### config.mk
export PLATFORM = sky130hd
export DESIGN_NAME = decoder_bmp
export DESIGN_NICKNAME = d
export VERILOG_FILES = /design/src/rtl/decoder_bmp.sv
export SDC_FILE = /design/constraint.sdc
export NUM_CORES = 1
export LEC_CHECK = 0
export CAP_MARGIN = 20
export CORE_MARGIN = 5
export CORE_UTILIZATION = 46
export DETAILED_ROUTE_END_ITERATION = 8
export HOLD_SLACK_MARGIN = 0.1
export PLACE_DENSITY = 0.75
export SETUP_SLACK_MARGIN = 0.02
export SLEW_MARGIN = 20
export SYNTH_ARGS = -nofsm -noshare
export SYNTH_HDL_FRONTEND = slang
export SYNTH_SLANG_ARGS = --single-unit
### constraint.sdc
create_clock -name sys_clk_i -period 4.4 [get_ports sys_clk_i]
set_input_delay 0.44 -clock sys_clk_i [delete_from_list [all_inputs] [get_ports sys_clk_i]]
set_output_delay 0.44 -clock sys_clk_i [all_outputs]
set_load 0.01 [all_outputs]
### src/rtl/decoder_bmp.sv
// Byte-serial 24-bit uncompressed BMP parser: validates the header, drops the gap
// and row padding, and emits one {R,G,B} pixel per three data bytes with position flags.
module decoder_bmp #(
    parameter logic [15:0] MAX_WIDTH      = 16'd1024,
    parameter logic [15:0] MAX_HEIGHT     = 16'd1024,
    parameter int          ROW_ALIGN_LOG2 = 2,
    parameter logic [31:0] MAX_OFFSET     = 32'd1023
) (
    input  logic        sys_clk_i,
    input  logic        sys_rst_n_i,
    input  logic        decoder_start_i,
    output logic        decoder_ready_o,
    input  logic        bmp_data_vaild_i,
    input  logic [7:0]  bmp_data_i,
    output logic        pix_valid_o,
    output logic [23:0] pix_data_o,
    output logic [15:0] pix_x_o,
    output logic [15:0] pix_y_o,
    output logic        pix_eol_o,
    output logic        pix_eof_o,
    output logic [15:0] img_width_o,
    output logic [15:0] img_height_o,
    output logic        decoder_done_o,
    output logic        decoder_err_o,
    output logic [2:0]  err_code_o
);

    localparam int RA = ROW_ALIGN_LOG2;
    localparam logic [RA-1:0] PAD_ONE = RA'(1);

    typedef enum logic [2:0] {S_IDLE, S_HEAD, S_SKIP, S_DATA, S_PAD, S_DONE, S_ERR} state_t;
    typedef enum logic [2:0] {E_NONE, E_SIG, E_OFFSET, E_DIM, E_BPP, E_COMP} err_t;

    state_t         state, state_nxt;
    err_t           fail_code;
    logic           fail;
    logic [5:0]     hdr_cnt;
    logic [31:0]    skip_cnt;
    logic [31:0]    offset;
    logic [23:0]    field_buf;
    logic [31:0]    cur_word;
    logic [1:0]     phase;
    logic [7:0]     pix_b, pix_g;
    logic [15:0]    col_cnt, row_cnt;
    logic [RA-1:0]  pad_cnt, pad_len, row_low;
    logic           row_last, img_last, pad_last;

    // Last four header bytes as a little-endian word, newest byte on top.
    assign cur_word = {bmp_data_i, field_buf};

    // Padding depends only on 3W modulo the alignment, so only the low width bits matter.
    assign row_low  = img_width_o[RA-1:0] + img_width_o[RA-1:0] + img_width_o[RA-1:0];
    assign pad_len  = {RA{1'b0}} - row_low;
    assign row_last = (col_cnt == img_width_o - 16'd1);
    assign img_last = (row_cnt == img_height_o - 16'd1);
    assign pad_last = (pad_cnt == pad_len - PAD_ONE);

    assign decoder_ready_o = sys_rst_n_i && (state == S_IDLE);
    assign decoder_done_o  = (state == S_DONE);

    always_comb begin
        // NOTE: every signal gets a default first so no path leaves it unassigned (no latch).
        state_nxt = state;
        fail      = 1'b0;
        fail_code = E_NONE;
        case (state)
            S_IDLE: if (decoder_start_i) state_nxt = S_HEAD;
            S_HEAD: if (bmp_data_vaild_i) begin
                case (hdr_cnt)
                    6'd0:  if (bmp_data_i != 8'h42) begin fail = 1'b1; fail_code = E_SIG; end
                    6'd1:  if (bmp_data_i != 8'h4D) begin fail = 1'b1; fail_code = E_SIG; end
                    6'd13: if (cur_word < 32'd54 || cur_word > MAX_OFFSET) begin
                        fail = 1'b1; fail_code = E_OFFSET;
                    end
                    6'd21: if (cur_word == 32'd0 || cur_word[31:16] != 16'd0 ||
                               cur_word[15:0] > MAX_WIDTH) begin
                        fail = 1'b1; fail_code = E_DIM;
                    end
                    6'd25: if (cur_word == 32'd0 || cur_word[31:16] != 16'd0 ||
                               cur_word[15:0] > MAX_HEIGHT) begin
                        fail = 1'b1; fail_code = E_DIM;
                    end
                    6'd29: if (cur_word[31:16] != 16'd24) begin fail = 1'b1; fail_code = E_BPP; end
                    6'd33: if (cur_word != 32'd0) begin fail = 1'b1; fail_code = E_COMP; end
                    default: ;
                endcase
                if (fail)                 state_nxt = S_ERR;
                else if (hdr_cnt == 6'd53) state_nxt = (offset > 32'd54) ? S_SKIP : S_DATA;
            end
            S_SKIP: if (bmp_data_vaild_i && skip_cnt == offset - 32'd55) state_nxt = S_DATA;
            S_DATA: if (bmp_data_vaild_i && phase == 2'd2 && row_last) begin
                if (pad_len != '0)  state_nxt = S_PAD;
                else if (img_last)  state_nxt = S_DONE;
            end
            S_PAD:  if (bmp_data_vaild_i && pad_last) state_nxt = img_last ? S_DONE : S_DATA;
            S_DONE: state_nxt = S_IDLE;
            S_ERR:  state_nxt = S_IDLE;
            default: state_nxt = S_IDLE;
        endcase
    end

    // NOTE: sequential state uses non-blocking assignments so every register samples pre-edge values.
    always_ff @(posedge sys_clk_i) begin
        if (!sys_rst_n_i) begin
            state        <= S_IDLE;
            hdr_cnt      <= '0;
            skip_cnt     <= '0;
            offset       <= '0;
            field_buf    <= '0;
            phase        <= '0;
            pix_b        <= '0;
            pix_g        <= '0;
            col_cnt      <= '0;
            row_cnt      <= '0;
            pad_cnt      <= '0;
            pix_valid_o  <= 1'b0;
            pix_data_o   <= '0;
            pix_x_o      <= '0;
            pix_y_o      <= '0;
            pix_eol_o    <= 1'b0;
            pix_eof_o    <= 1'b0;
            img_width_o  <= '0;
            img_height_o <= '0;
            decoder_err_o <= 1'b0;
            err_code_o   <= '0;
        end else begin
            state       <= state_nxt;
            pix_valid_o <= 1'b0;
            pix_eol_o   <= 1'b0;
            pix_eof_o   <= 1'b0;
            case (state)
                S_IDLE: if (decoder_start_i) begin
                    hdr_cnt       <= '0;
                    skip_cnt      <= '0;
                    offset        <= '0;
                    phase         <= '0;
                    col_cnt       <= '0;
                    row_cnt       <= '0;
                    pad_cnt       <= '0;
                    img_width_o   <= '0;
                    img_height_o  <= '0;
                    decoder_err_o <= 1'b0;
                    err_code_o    <= '0;
                end
                S_HEAD: if (bmp_data_vaild_i) begin
                    hdr_cnt   <= hdr_cnt + 6'd1;
                    field_buf <= cur_word[31:8];
                    if (hdr_cnt == 6'd13) offset       <= cur_word;
                    if (hdr_cnt == 6'd21) img_width_o  <= cur_word[15:0];
                    if (hdr_cnt == 6'd25) img_height_o <= cur_word[15:0];
                    if (fail) begin
                        decoder_err_o <= 1'b1;
                        err_code_o    <= fail_code;
                    end
                end
                S_SKIP: if (bmp_data_vaild_i) skip_cnt <= skip_cnt + 32'd1;
                S_DATA: if (bmp_data_vaild_i) begin
                    case (phase)
                        2'd0: begin pix_b <= bmp_data_i; phase <= 2'd1; end
                        2'd1: begin pix_g <= bmp_data_i; phase <= 2'd2; end
                        default: begin
                            pix_valid_o <= 1'b1;
                            pix_data_o  <= {bmp_data_i, pix_g, pix_b};
                            pix_x_o     <= col_cnt;
                            pix_y_o     <= row_cnt;
                            pix_eol_o   <= row_last;
                            pix_eof_o   <= row_last && img_last;
                            phase       <= 2'd0;
                            if (row_last) begin
                                col_cnt <= '0;
                                pad_cnt <= '0;
                                if (pad_len == '0 && !img_last) row_cnt <= row_cnt + 16'd1;
                            end else begin
                                col_cnt <= col_cnt + 16'd1;
                            end
                        end
                    endcase
                end
                S_PAD: if (bmp_data_vaild_i) begin
                    pad_cnt <= pad_cnt + PAD_ONE;
                    if (pad_last && !img_last) row_cnt <= row_cnt + 16'd1;
                end
                default: ;
            endcase
        end
    end

endmodule
---- Word level (Yosys, flattened, before mapping) ----
Index checks and enable logic that the tools add are counted.
cells by class
  equal/unequal tests ..................... 39
  reduce and logical (&&, ||, !) cells .... 43
  bitwise operators ....................... 4
  muxes and demuxes ....................... 75
  $add $sub $neg .......................... 12
  $lt $le $gt $ge ......................... 4
operators by type and width
  cell                                                         count
  two-way mux 16 bit                                           14
  two-way mux 32 bit                                           4
  case mux 32 bit (2 select lines)                             2
  case mux 16 bit (2 select lines)                             3
  case mux 16 bit (3 select lines)                             1
  two-way mux 3 bit                                            15
  adder 16 x 1 -> 16 bit, second input constant                2
  adder 32 x 1 -> 32 bit, second input constant                1
  == test 16 bit                                               2
  == test 32 bit                                               1
  > comparator 32 x 10 -> 1 bit, second input constant         1
  > comparator 32 x 6 -> 1 bit, second input constant          1
  zero test 32 bit                                             1
  less-than comparator 32 x 6 -> 1 bit, second input constant  1
  inequality test 2 bit, second input constant                 16
  nonzero test 32 bit                                          1
  subtractor 16 x 1 -> 16 bit, second input constant           2
  subtractor 32 x 6 -> 32 bit, second input constant           1
  AND reduction 3 bit                                          7
  AND reduction 4 bit                                          5
  == test 6 x 5 -> 1 bit, second input constant                3
  case mux 3 bit (6 select lines)                              1
  two-way mux 1 bit                                            17
  > comparator 16 x 11 -> 1 bit, second input constant         1
  other kinds (42)                                             74
word-level totals
  register bits ........................... 244
  logic and storage cells ................. 198
  bits of input ports ..................... 12
  output and inout port bits .............. 97

---- Depth between registers and ports, before layout ----
Gate-level depths: netlist (run 1).
  depth in word-level cells ............... 12
  depth in mapped cells ................... 13
  mapped depth without buffers ............ 11

---- Worst setup path after synthesis (run 1) ----
OpenSTA, ideal clock, no wires.
  path kind ............................... reg-to-reg
  from .................................... register img_height_o[0]
  to ...................................... register state[1]
  cell stages (with the launch flop) ...... 14
  required time ........................... 4285 ps
  period minus slack after synthesis ...... 3602 ps
  buffers on the path ..................... 2
  path slack .............................. 798 ps
  library setup time ...................... 115 ps
  arrival ................................. 3488 ps
  cells stage by stage .................... dfxtp_1 -> clkbuf_1 -> inv_1 -> ha_1 -> clkbuf_1 -> or3b_2 -> a2111oi_0 -> nor3_1 -> a2111oi_2 -> o2111ai_4 -> o211ai_2 -> or3b_4 -> mux2_4 -> o21a_1
between the ends
  word-level cells in the longest chain between the ends .. 5
  elaborated cells between the ends (all ways) .. 7
  classes of those cells .................. add/sub (1); eq/ne (2); mux (3); reduce/logical (1)
RTL lines
  what                             RTL line  text
  from (decl)                      22        output logic [15:0] img_height_o,
  from (signal assigned)           150       if (hdr_cnt == 6'd25) img_height_o <= cur_word[15:0];
  subtractor 16 x 1 -> 16 bit (*)  55        assign img_last = (row_cnt == img_height_o - 16'd1);
  == test 16 bit (*)               55
  two-way mux 3 bit (2 in series)  95        S_PAD: if (bmp_data_vaild_i && pad_last) state_nxt = img_last ? S_DONE : S_DATA;
  case mux 3 bit (5 select lines)  66        case (state)
  to (signal assigned)             127       state <= state_nxt;
  to (decl)                        34        state_t state, state_nxt;
Every way passes the cells marked *; elsewhere a longest branch is shown, timed or not. The select of a mux whose other input is x is not followed.
A chain may end at the register's enable or synchronous reset.

---- Worst setup path after layout (run 1) ----
  from .................................... register img_width_o[0]
  to ...................................... register state[1]
between the ends
  word-level cells in the longest chain between the ends .. 8
  elaborated cells between the ends (all ways) .. 17
  classes of those cells .................. add/sub (5); eq/ne (5); mux (3); reduce/logical (4)
RTL lines
  what                             RTL line  text
  from (decl)                      21        output logic [15:0] img_width_o,
  from (signal assigned)           149       if (hdr_cnt == 6'd21) img_width_o <= cur_word[15:0];
  adder 2 bit (2 in series)        52        assign row_low = img_width_o[RA-1:0] + img_width_o[RA-1:0] + img_width_o[RA-1:0];
  subtractor 1 x 2 -> 2 bit        53        assign pad_len = {RA{1'b0}} - row_low;
  subtractor 2 x 1 -> 2 bit        56        assign pad_last = (pad_cnt == pad_len - PAD_ONE);
  == test 2 bit                    56
  logical AND 1 bit                95
  inequality test 2 bit (no line)  -
  AND reduction 7 bit (no line)    -
Parallel ways exist; a longest one is shown, timed or not. The select of a mux whose other input is x is not followed.

==> metrics, run 1 <==
Iter 0 DRT Violations=981; slowest stage delay, CP=580 ps; post-synthesis register bit count=244; crit share post-route=0.838; Resized cells post-CTS=0; max cap viols=0; num ports=109; most frequent cell after synthesis=nand2_1; Sum Neg Setup Slack=0 ps; Mapped Cells=1548; critical path capture point type=flop; Nets=1619; EDFF count, synth=0; met3 wire len=1900 um; Die ar.=30600 um^2; Hold Crit Class=flop to flop; family with the most delay on the worst path=simple AND/OR/NAND/NOR gates; crit path launch type=flop; Metal-1 WL=14700 um; fin area=14700 um^2; pin count of the biggest net entering global routing=109; Total Power=0.00582 W; P&R area growth vs syn=17.1%; root buffer selected by CTS=clkbuf_16; Initial Utilization=0.466; DP Wirelength=22900 um; # rows=60; Cell variety after synth=82; Cell Area, Placed=13800 um^2; GRT Total Usage=0.204; WL/cell=16.6 um; status=finished clean; clock sink count=244; Top Metal Used=met5; share of layout cells above drive strength 1=0.0552; worst endpoint required time=4830 ps; CTS clk-pin slew, worst paths=60 ps; crit path kind=flop to flop; final setup fails=0; Worst Tran Pin Value=1010 ps; Mapped Area=12500 um^2; register area share after synthesis=0.390; DRC=0; port buffer count=108; CTS tree=done; WP buf/inv=1; # placed instances=1909; DRT Pass-1 Iters=5; asr flop ratio synth=0; initial antenna violation count=1; worst-path cell chain=inv_1 > ha_1 > or4b_1 > o31ai_1 > and3_1 > o21ai_0 > a22oi_1 > a21oi_1 > or3b_4 > mux2_4 > o21a_1; via count=10.9k; Yosys top cell by area=dfxtp_1; RSZ-0062 raised after global routing=false; share of the synthesized area in the top cell type=0.390; Ys Warns=0; main area contributors after synthesis=dfxtp_1 39%, nand2_1 8.7%, xnor2_1 5.5%, a21boi_0 5.3%, xor2_1 3.8%; main flop type after synthesis=dfxtp_1; syn nets=1571; post-CTS setup buffers=0; Avg Cell Area, Syn=8.09 um^2; Leakage Power=5.11 nW; maximum vdd ir drop=324 uV; CTS H-tree depth=1; crit-path max FO=7; min Tclk post-route=3690 ps; non-filler cells in the finished layout=1954; Final Hold Vio Count=0; gpl congestion=0.892; Max transition margin=0.328; Die H=175 um; CTS Hold Bufs=0; FMAX=271 MHz; Clock Tree Buf Depth=3; cell area power density=397 nW/um^2; grt ovf=0; CP arrival=4120 ps; Clock Latency Late Sink=540 ps; CP max stage cell=or4b_1; vias in the first global route=10.0k; post-layout util=0.545; die width=175 um; Layout Skew=10.4 ps; Final Max Tran Viols=0; diodes inserted=0; via/cell ratio=5.60; ANT nets after route=0; Post-synth top cells=291 x nand2_1, 244 x dfxtp_1, 104 x nor2_1; first-pass GRT wire length=52800 um; WL met2=14900 um; core area=26900 um^2; total wire length=32400 um; TritonCTS Buffers=26; Fillers=2468
==> placed cells by master, fill, tap and decap left out, types with 14 or more instances in the layout <==
cell / netlist / layout
clkbuf_16: 0 / 26
a21boi_0: 88 / 88
nor4_1: 22 / 22
and2_1: 60 / 60
xor2_1: 54 / 54
nand4_1: 27 / 27
and3_1: 20 / 19
a22o_1: 15 / 15
nor2_1: 104 / 104
nand2_1: 291 / 290
nand3_1: 47 / 46
mux2i_1: 36 / 36
inv_1: 21 / 21
nand2b_1: 14 / 14
nor3_1: 34 / 34
clkdlybuf4s50_1: 0 / 107
o21ai_0: 81 / 79
xnor2_1: 78 / 78
dfxtp_1: 244 / 244
a21oi_1: 33 / 33
or3_1: 16 / 16
nor2b_1: 28 / 28
==> worst paths after layout <==
check	from	to	slack, ps	cells after the start
max	img_width_o[0]$_SDFFE_PN0P_	state[1]$_SDFFE_PN0P_	710	11
min	pix_x_o[3]$_SDFFE_PN0P_	pix_x_o[3]$_SDFFE_PN0P_	460	2
max reg2reg	img_width_o[0]$_SDFFE_PN0P_	state[1]$_SDFFE_PN0P_	710	11
min reg2reg	pix_x_o[3]$_SDFFE_PN0P_	pix_x_o[3]$_SDFFE_PN0P_	460	2
==> worst reg2reg max path, delay by kind of cell, from the launching register on <==
kind	cells	cell delay (ps)
DFF	1	400
adders and majority gates	1	270
AOI/OAI and AO/OA	5	1210
and+or+nand+nor	3	1270
muxes	1	310
buffers and inverters	1	130
==> layout make-up <==
| class | count | area [um^2] | share of cell area |
|---|---|---|---|
| clock buffer | 34 | 711 | 0.0485 |
| clock inverter | 11 | 175 | 0.0119 |
| inverter | 21 | 78.8 | 0.00538 |
| multi-input combinational | 1184 | 7220 | 0.493 |
| sequential | 244 | 4880 | 0.333 |
| tap | 341 | 427 | 0.0291 |
| timing repair buffer | 119 | 1160 | 0.0792 |
==> state kept, by name (all words and copies together), names as in the netlist, 3 cells and up <==
register      flops
col_cnt          16
pix_data_o       24
err_code_o        3
offset           32
field_buf        24
pix_x_o          16
state             3
img_height_o     16
pix_g             8
pix_b             8
row_cnt          16
img_width_o      16
pix_y_o          16
hdr_cnt           6
skip_cnt         32
==> through the flow <==
stage,hold WS [ps],setup WS (ps)
2_1_floorplan,440,798
3_3_place_gp,450,885
3_5_place_dp,457,757
4_1_cts,466,738
5_1_grt,482,469
6_report,462,713
==> per-layer routing <==
metal	track usage	up-vias
met4	0.0530	2
met1	0.281	5129
met3	0.0316	67
met2	0.337	337
li1	-	5411
met5	0	-
==> where the power goes <==
group | switching [W] | total [W] | internal (W) | leakage, nW
sequential | 0.000110 | 0.00238 | 0.00227 | 1.97
combinational | 0.000809 | 0.00118 | 0.000368 | 2.71
clock | 0.000893 | 0.00226 | 0.00137 | 0.427
==> cells by family after synthesis <==
group                      count (synthesis)  share of synthesized area
xor gates and xnor gates                 132                     0.0923
buffers and inverters                    120                     0.0369
adders and majority gates                 11                     0.0110
AOI/OAI and AO/OA                        290                      0.161
and+or+nand+nor                          713                      0.278
DFF                                      244                      0.390
muxes                                     38                     0.0309
Note: power is estimated with default switching activity, not from simulation.
==> run 2, diff against run 1 <==
--- a/config.mk
+++ b/config.mk
@@ -10,7 +10,7 @@
 export CORE_UTILIZATION = 46
 export DETAILED_ROUTE_END_ITERATION = 8
 export HOLD_SLACK_MARGIN = 0.1
-export PLACE_DENSITY = 0.75
+export PLACE_DENSITY = 0.77
 export SETUP_SLACK_MARGIN = 0.02
 export SLEW_MARGIN = 20
 export SYNTH_ARGS = -nofsm -noshare
==> constraint.sdc (replaced) <==
create_clock -name sys_clk_i -period 3.38 [get_ports sys_clk_i]
set_input_delay 0.338 -clock sys_clk_i [delete_from_list [all_inputs] [get_ports sys_clk_i]]
set_output_delay 0.338 -clock sys_clk_i [all_outputs]
set_load 0.01 [all_outputs]
==> run 2 against run 1 <==
Hold slack got worse by 280 ps. Via count increased by 2.3%. Clock skew increased by 2.6 ps. Clock power increased by 23%. Sequential cell count unchanged. Die area unchanged. Final area increased by 2.5%. Count of clock-buffer cells in the layout increased by 3. Maximum frequency increased by 12%. Setup slack got worse by 620 ps. Global-route usage increased by 0.39 points. Sequential share of layout area decreased by 0.80 points. Critical path type unchanged. Largest cell class unchanged.
==> metrics, run 2 (same netlist as run 1, synthesis figures left out) <==
status=finished clean; CTS clk-pin slew, worst paths=60 ps; ANT nets after route=0; CTS tree=done; vias in the first global route=10.3k; final setup fails=0; DRT Pass-1 Iters=7; slowest stage delay, CP=550 ps; Worst Tran Pin Value=859 ps; Layout Skew=13.0 ps; via/cell ratio=5.60; Leakage Power=5.34 nW; Die H=175 um; total wire length=33300 um; num ports=109; via count=11.2k; worst endpoint required time=3810 ps; root buffer selected by CTS=clkbuf_16; Final Max Tran Viols=0; Max transition margin=0.426; port buffer count=108; GRT Total Usage=0.208; top flop regs=offset: 32 flops, skip_cnt: 32 flops; pin count of the biggest net entering global routing=76; share of layout cells above drive strength 1=0.0861; initial antenna violation count=0; Iter 0 DRT Violations=919; most common cell after layout, fill and taps aside=nand2_1; gpl congestion=0.957; crit path kind=flop to flop; crit path launch type=flop; reg-to-reg slack, setup=100 ps; P&R area growth vs syn=20.0%; # rows=60; Die ar.=30600 um^2; most frequent cells in the layout=291 x nand2_1, 243 x dfxtp_1, 107 x clkdlybuf4s50_1, 104 x nor2_1, 88 x a21boi_0; post-layout util=0.559; CP max stage cell=or4_4; CTS Hold Bufs=0; TritonCTS Buffers=26; crit share post-route=0.971; Final Hold Vio Count=0; min Tclk post-route=3280 ps; critical path capture point type=flop; maximum vdd ir drop=438 uV; crit-path max FO=5; die width=175 um; max cap viols=0; Clock Tree Buf Depth=3; grt ovf=0; DP Wirelength=23700 um; Nets=1666; WL/cell=16.6 um; worst-path cell chain=or4_4 > or3_1 > a211o_1 > a22oi_2 > o2111ai_4 > o211ai_2 > or3b_4 > mux2_4 > o21a_1; Clock Latency Late Sink=540 ps; Sum Neg Setup Slack=0 ps; CP arrival=3710 ps; DRC=0; core area=26900 um^2; first-pass GRT wire length=53700 um; diodes inserted=0; cell area power density=498 nW/um^2; CTS H-tree depth=1; clock sink count=244; FMAX=305 MHz; Initial Utilization=0.466; RSZ-0062 raised after global routing=false; Hold Crit Class=primary input to flop
run 2: path summary, 6_finish.rpt:
| kind | start | to | depth (start not counted) |
|---|---|---|---|
| hold / removal | sys_rst_n_i | state[1]$_SDFFE_PN0P_ | 2 |
| setup / recovery | img_height_o[10]$_SDFFE_PN0P_ | state[1]$_SDFFE_PN0P_ | 9 |
| hold reg to reg | pix_y_o[13]$_SDFFE_PN0P_ | pix_y_o[13]$_SDFFE_PN0P_ | 2 |
| setup reg to reg | img_height_o[10]$_SDFFE_PN0P_ | state[1]$_SDFFE_PN0P_ | 9 |
run 2: final cells by class:
type | count | area (um^2)
Fill cell | 2441 | 11800
Inverter | 21 | 78.8
Clock buffer | 37 | 752
Tap cell | 341 | 427
Timing Repair Buffer | 166 | 1510
Sequential cell | 244 | 4890
Multi-Input combinational cell | 1184 | 7290
Clock inverter | 8 | 80.1
run 2: metrics by stage:
stage | instances | setup slack, ps | power [W] | cell area (um^2) | hold WS (ps)
floorplan | 1548 | 47.8 | 0.00422 | 12600 | 440
global placement | 1955 | 165 | 0.00467 | 14100 | 451
detailed placement | 1955 | 31.3 | 0.00471 | 14100 | 457
CTS | 2000 | 25.7 | 0.00747 | 15000 | 156
global route | 2001 | 22.8 | 0.00780 | 15000 | 166
finish | 2001 | 97.2 | 0.00748 | 15000 | 177
run 2: critical path, delay by kind of cell, from the launching register on:
kind               cells  cell delay, ps
DFF                    1             310
and+or+nand+nor        3            1380
AOI/OAI and AO/OA      5            1200
muxes                  1             300
run 2: report_power, final:
group	switching [W]	internal [W]	leakage (nW)
Clock	0.00115	0.00162	0.414
Sequential	0.000122	0.00295	1.97
Combinational	0.00107	0.000561	2.95
run 2: timing repair:
action                                  CTS  global route
buffers inserted                          0             1
pin swaps                                 0             2
gates resized for setup                   2             4
endpoints found under the hold margin     0             0
endpoints found under the setup margin    2            11
run 2: layer usage:
| layer | wire length (um) | global-route usage | vias up | part of all wire |
|---|---|---|---|---|
| met2 | 15200 | 0.354 | 369 | 0.46 |
| met4 | 877 | 0.0511 | 0 | 0.026 |
| met1 | 15100 | 0.282 | 5279 | 0.46 |
| met3 | 2060 | 0.0283 | 59 | 0.062 |
| li1 | - | - | 5494 | - |
| met5 | 0 | 0 | - | 0 |
==> run 3, diff against run 2 <==
--- a/config.mk
+++ b/config.mk
@@ -16,3 +16,4 @@
 export SYNTH_ARGS = -nofsm -noshare
 export SYNTH_HDL_FRONTEND = slang
 export SYNTH_SLANG_ARGS = --single-unit
+export TNS_END_PERCENT = 100
==> results of run 3 <==
Same layout as run 2: the final DEF is identical, and so are final timing and power.
